--- src/rtl/rf_envelope_ma.sv ---
// Four-channel envelope detector: rectifies reader samples and smooths each
// channel with a boxcar moving average, one frame per start.
module rf_envelope_ma #(
    parameter int LOG2_WIN  = 3,
    parameter int FRAME_LEN = 24100
) (
    input  logic        clk,
    input  logic        reset,
    input  logic        start,
    input  logic [15:0] rf_in1,
    input  logic [15:0] rf_in2,
    input  logic [15:0] rf_in3,
    input  logic [15:0] rf_in4,
    output logic        inc_count,
    output logic [15:0] env1,
    output logic [15:0] env2,
    output logic [15:0] env3,
    output logic [15:0] env4,
    output logic        env_valid,
    input  logic        env_ready,
    output logic [15:0] env_idx,
    output logic        env_last,
    output logic        busy,
    output logic        done
);

    localparam int N  = 1 << LOG2_WIN;
    localparam int SW = 16 + LOG2_WIN;

    typedef enum logic [2:0] {
        S_IDLE,
        S_CAPT,
        S_ACC,
        S_OUT,
        S_REQ,
        S_WAIT
    } state_t;

    state_t r_state;
    state_t w_next;

    logic [15:0]         w_rf       [4];
    logic [15:0]         r_abs      [4];
    logic [15:0]         r_hist     [4][N];
    logic [SW-1:0]       r_sum      [4];
    logic [SW-1:0]       w_sum_next [4];
    logic [15:0]         r_env      [4];
    logic [LOG2_WIN-1:0] r_wp;
    logic [15:0]         r_idx;
    logic                r_done;
    logic                w_last;
    logic                w_hs;

    // Two's-complement magnitude; -32768 maps to 0x8000 read as unsigned.
    function automatic logic [15:0] f_abs(input logic [15:0] x);
        return x[15] ? 16'(~x + 16'd1) : x;
    endfunction

    assign w_rf[0] = rf_in1;
    assign w_rf[1] = rf_in2;
    assign w_rf[2] = rf_in3;
    assign w_rf[3] = rf_in4;

    assign w_last = (r_idx == 16'(FRAME_LEN - 1));
    assign w_hs   = (r_state == S_OUT) && env_ready;

    always_comb begin
        for (int c = 0; c < 4; c++) begin
            w_sum_next[c] = r_sum[c] + SW'(r_abs[c]) - SW'(r_hist[c][r_wp]);
        end
    end

    always_comb begin
        w_next = r_state;
        unique case (r_state)
            S_IDLE:  if (start) w_next = S_CAPT;
            S_CAPT:  w_next = S_ACC;
            S_ACC:   w_next = S_OUT;
            S_OUT:   if (env_ready) w_next = w_last ? S_IDLE : S_REQ;
            S_REQ:   w_next = S_WAIT;
            S_WAIT:  w_next = S_CAPT;
            default: w_next = S_IDLE;
        endcase
    end

    always_ff @(posedge clk or negedge reset) begin
        if (!reset) begin
            r_state <= S_IDLE;
        end else begin
            r_state <= w_next;
        end
    end

    always_ff @(posedge clk or negedge reset) begin
        if (!reset) begin
            for (int c = 0; c < 4; c++) begin
                r_abs[c] <= '0;
                r_sum[c] <= '0;
                r_env[c] <= '0;
                for (int k = 0; k < N; k++) r_hist[c][k] <= '0;
            end
            r_wp   <= '0;
            r_idx  <= '0;
            r_done <= 1'b0;
        end else begin
            r_done <= w_hs && w_last;
            if (r_state == S_IDLE && start) begin
                for (int c = 0; c < 4; c++) begin
                    r_sum[c] <= '0;
                    r_env[c] <= '0;
                    for (int k = 0; k < N; k++) r_hist[c][k] <= '0;
                end
                r_wp  <= '0;
                r_idx <= '0;
            end
            if (r_state == S_CAPT) begin
                for (int c = 0; c < 4; c++) r_abs[c] <= f_abs(w_rf[c]);
            end
            if (r_state == S_ACC) begin
                for (int c = 0; c < 4; c++) begin
                    r_sum[c]        <= w_sum_next[c];
                    r_hist[c][r_wp] <= r_abs[c];
                    r_env[c]        <= 16'(w_sum_next[c] >> LOG2_WIN);
                end
                r_wp <= r_wp + 1'b1;
            end
            if (w_hs && !w_last) begin
                r_idx <= r_idx + 16'd1;
            end
        end
    end

    assign env1      = r_env[0];
    assign env2      = r_env[1];
    assign env3      = r_env[2];
    assign env4      = r_env[3];
    assign env_idx   = r_idx;
    assign env_valid = (r_state == S_OUT);
    assign env_last  = env_valid && w_last;
    assign busy      = (r_state != S_IDLE);
    assign inc_count = (r_state == S_REQ);
    assign done      = r_done;

endmodule

--- config.mk ---
export PLATFORM = sky130hd
export DESIGN_NAME = rf_envelope_ma
export DESIGN_NICKNAME = d
export VERILOG_FILES = /design/src/rtl/rf_envelope_ma.sv
export SDC_FILE = /design/constraint.sdc
export NUM_CORES = 2
export LEC_CHECK = 0
export CORE_ASPECT_RATIO = 0.75
export CORE_MARGIN = 2
export CORE_UTILIZATION = 40
export DETAILED_ROUTE_END_ITERATION = 8
export PLACE_DENSITY = 0.55
export SETUP_SLACK_MARGIN = 0.05
export SYNTH_ARGS = -nofsm -noshare
export SYNTH_HDL_FRONTEND = slang
export SYNTH_SLANG_ARGS = --single-unit
export TNS_END_PERCENT = 30
--- constraint.sdc ---
create_clock -name clk -period 4.75 [get_ports clk]
set_input_delay 1.1875 -clock clk [delete_from_list [all_inputs] [get_ports clk]]
set_output_delay 1.1875 -clock clk [all_outputs]
set_load 0.03 [all_outputs]
Word level (Yosys, flattened, before mapping)
Index checks and enable logic that the tools add are counted.

Register bits: 739. Input bits: 68. Output and inout bits: 85. Word-level logic and storage cells: 125.

Add/sub/neg operators: 14. Magnitude comparators: 2. Eq/ne operators: 8. Mux-type cells: 36. Bitwise operators: 5. Reduce and logical (&&, ||, !) cells: 12.

Operator list (count): $mux 512 (2); $bwmux 128 (4); $mux 16 (15); $bmux 16 s3 (4); $mux 76 (2); $mux 64 (2); $add 16x1->16 const B (5); $add 19x16->19 (4); $sub 19x16->19 (4); $not 16->16 (4); $demux 16 s3 (1); $pmux 3 s6 (1); $eq 16x15->1 const B (1); $mux 3 (5); $eq 3x2->1 const B (2); $eq 3x3->1 const B (2); $logic_and 1x1->1 (6); $ge 4x4->1 const B (1); $lt 4x1->1 const B (1); $not 3->4 (1); $reduce_bool 2->1 (2); $add 3x1->3 const B (1); $eq 3x1->1 const B (1); $logic_not 3->1 (1); other kinds (5) (5).

Longest topological paths before layout
Depth after elaboration: 7. Mapped depth: 16. Gate-level depth less buffers: 14.

Least setup slack after synthesis
No wires, ideal clock.

Path type: register -> register. From: register r_wp[1]. To: register r_env, in the netlist env1[15]. Setup time: 78 ps. Data arrival time: 3968 ps. Data required time: 4672 ps. Slack: 704 ps. Cell stages (with the launch flop): 17. Path buffers: 3. Clock period less this slack: 4046 ps. Cells stage by stage: dfrtp_1 clkbuf_1 nor3b_1 clkbuf_1 buf_1 a22oi_1 nand4_1 ha_1 inv_1 ha_1 fa_1 a211oi_1 o211ai_1 and4_1 or4_1 a211oi_1 o21bai_1.

Word-level cells in the longest chain between the ends: 6.

Ends and longest elaborated chain: start: declaration (RTL line 48) `logic [LOG2_WIN-1:0] r_wp;`; start signal: assignment (RTL line 125) `r_wp <= r_wp + 1'b1;`; $not 3->4 (not written as such) (RTL line 69) `w_sum_next[c] = r_sum[c] + SW'(r_abs[c]) - SW'(r_hist[c][r_wp]);`; $bmux 16 s3 (RTL line 69); $mux 16 (not written as such) (2 in series) (RTL line 69); $sub 19x16->19 (RTL line 69); $mux 64 (RTL line 119) `if (r_state == S_ACC) begin`; end signal: indexed assignment (RTL line 123) `r_env[c] <= 16'(w_sum_next[c] >> LOG2_WIN);`; end: declaration (RTL line 47) `logic [15:0] r_env [4];`.

Every way passes these cells. The select of a mux whose other input is x is not followed. A chain may end at the register's enable or synchronous reset.

Worst setup path after layout
From: register r_wp[1]. To: register r_sum[53] in the netlist's numbering.

Word-level cells in the longest chain between the ends: 6.

Ends and longest elaborated chain: $not 3->4 (not written as such) (RTL line 69); $bmux 16 s3 (RTL line 69); $mux 16 (not written as such) (2 in series) (RTL line 69); $sub 19x16->19 (RTL line 69); $mux 76 (RTL line 119); end signal: indexed assignment (RTL line 121) `r_sum[c] <= w_sum_next[c];`; end: declaration (RTL line 45) `logic [SW-1:0] r_sum [4];`.

Every way passes these cells. The select of a mux whose other input is x is not followed.

==> impl_metrics.tcl <==
set metrics [dict create \
    maxCapViolCount 0 \
    setup_tns_ns 0 \
    yosysWarnings 0 \
    num_vias 27400 \
    synth_flop_cell "dfrtp_1" \
    finalMaxSlewViolations 0 \
    h-tree-depth 3 \
    synth.area.top_cells "dfrtp_1, a22o_1, a22oi_1, fa_1, inv_1" \
    clock_sinks 675 \
    cts_setup_buffers 0 \
    synth_top_cell_by_area "dfrtp_1" \
    async_reset_ff_share_pct 100 \
    fin_crit_ns 4.56 \
    drtAntennaViolNets 0 \
    grt_pass1_wl_um 173000 \
    port_buffers 152 \
    end_kind "flip-flop" \
    die_area_um2 88300 \
    grt_usage_pct 25.5 \
    synthMuxAreaShare_pct 0.568 \
    cts_buffers 73 \
    dr_wl_met3_um 10900 \
    critical_path_class "reg -> reg" \
    endpoint "r_sum[53]" \
    startpoint_type "flip-flop" \
    routed_wl_um 113000 \
    startpoint "r_wp[1]" \
    die_y_um 258 \
    synthAdderAreaFrac_pct 6.72 \
    overflow 0 \
    fin_ws_ns 0.188 \
    final_area_um2 39300 \
    yosysSeqAreaShare_pct 49.2 \
    tightest_slew_ns 1.16 \
    pre_cts_slack_ns 0.186 \
    dp_hpwl_um 67500 \
    synth_compound_area_share_pct 25.8 \
    synth_xor_area_share_pct 2.52 \
    grt_max_degree 125 \
    viasPerCell 6.24 \
    place_area_um2 36800 \
    hold_viol_final 0 \
    yosysUniqueCellTypes 71 \
    crit_arrival_ns 5.05 \
    grt_pass1_vias 27200 \
    drc 0 \
    worst_slew_margin_rel_pct 22.6 \
    first_iter_violations 3195 \
    coreArea_um2 85400 \
    r2r_setup_slack_ns 0.19 \
    cts.clk_slew.worst_paths_ns 0.07 \
    layout-drive-gt1-share_pct 7.33 \
    fmax_mhz 219 \
    synth_top_area_share_pct 49.2 \
    r2r_cells 14 \
    status "finished clean" \
    cp_max_fo 20 \
    fin_crit_sh_pct 96.1 \
    die_w_um 342 \
    required_ns 5.24 \
    synth_top_cells_by_count "dfrtp_1, a22o_1, inv_1" \
    rsz0062_at_grt "yes" \
    antenna_found_initial 0 \
    gp_congestion 0.881 \
    min_path_type "reg -> reg" \
    fin_worst_skew_ns 0.0238 \
    wl_met2_um 48700 \
    clk_latency_ns 0.63 \
    initial_core_util_pct 40.2 \
    synth_top_family_by_area "compound AO/OA/AOI/OAI gates" \
    finalSetupViolCount 0 \
    r2r_end "r_sum[53]" \
    ioPinCount 153 \
    wl_per_cell_um 25.7 \
    drt-met1-wl_um 50800 \
    fillerInstances 7868 \
    mappedNetlistNets 3459 \
    cts-root-buf "clkbuf_16" \
    synth_seq_cells 675 \
    syn_inst 3245 \
    dr.pass1.iters 6 \
    nets 3424 \
    cts_tree "yes" \
    synth_most_common_cell "dfrtp_1" \
    area_growth_pct 14.4 \
    rows 93 \
    r2r_start "r_wp[1]" \
    syn_avg_cell_area_um2 10.6 \
    clockBufferDepth 3 \
    n_antenna_cell 0 \
    top_layer "met4" \
    synth_edf_count 0 \
    synth-simple-area-share_pct 7.54 \
    syn-cell-area_um2 34400 \
]
[state kept, by name, indices dropped and copies added (netlist names), 16 cells and up]
register,flops
env1,16
env3,16
env4,16
env_idx,16
r_abs,64
r_hist,512
r_sum,28
[cell families after synthesis]
logic type               after synthesis
AO/OA/AOI/OAI                       1158
XOR/XNOR                              99
adder cells (fa/ha/maj)              146
buffers and inverters                640
flip-flops                           675
multiplexers                          19
AND/OR/NAND/NOR                      508
[worst max-delay path: stages (launching register included)]
cell      delay [ns]
dfrtp_1         0.62
nor3b_2         0.36
buf_4           0.28
buf_4           0.41
a22oi_1         0.12
nand4_1         0.15
fa_1            0.43
inv_1           0.08
ha_1            0.29
a21oi_1         0.28
o211ai_1        0.23
a31oi_1         0.40
o21a_1          0.30
nor4_1          0.08
or3_1           0.39
[metrics by stage]
stage | utilization, % | cells | hold slack [ns]
6_report | 46.0 | 4400 | 0.497
3_3_place_gp | 43.1 | 4275 | 0.483
2_1_floorplan | - | 3245 | 0.466
3_5_place_dp | 43.1 | 4275 | 0.482
5_1_grt | 46.0 | 4400 | 0.508
4_1_cts | 46.0 | 4400 | 0.501
[cell type report]
cell class              count  area [um2]  share of cell area (%)
clock buffers             103        2100                    5.35
clock inverters            22         414                    1.05
inverters                 295        1110                    2.82
multi-input cells        1930       15000                    38.1
flip-flops and latches    675       16900                    43.0
well taps                1140        1430                    3.63
repair buffers            235        2400                    6.11
[layout by cell type, fill, tap and decap left out, drive strengths merged, types with 84 or more instances in the layout]
cell,instances
a22oi,258
clkdlybuf4s50,151
a22o,513
buf,84
dfrtp,675
nand2,123
clkbuf,103
a21oi,123
o21ai,113
nor2,112
inv,299
[routing by layer]
layer / track usage, % / vias up
li1: - / 11800
met1: 37.5 / 14000
met2: 37.6 / 1464
met3: 5.98 / 198
met4: 6.53 / 0
met5: 0 / -
[how the worst min path moves through the flow]
stage	startpoint	endpoint	depth (start not counted)
floorplan	r_hist[16]	r_hist[16]	1
global placement	r_hist[488]	r_hist[488]	1
detailed placement	r_hist[432]	r_hist[432]	1
CTS	r_hist[353]	r_hist[353]	1
global route	r_hist[122]	r_hist[122]	1
finish	r_hist[353]	r_hist[353]	1
[what timing repair did]
action / CTS / global route
setup endpoints to repair: 0 / 7
hold buffers: 0 / 0
hold endpoints to repair: 0 / 0
resized for setup: 0 / 2
Power is not shown: default switching activity piles up to over one toggle a cycle in this logic, so the estimate is an artifact.
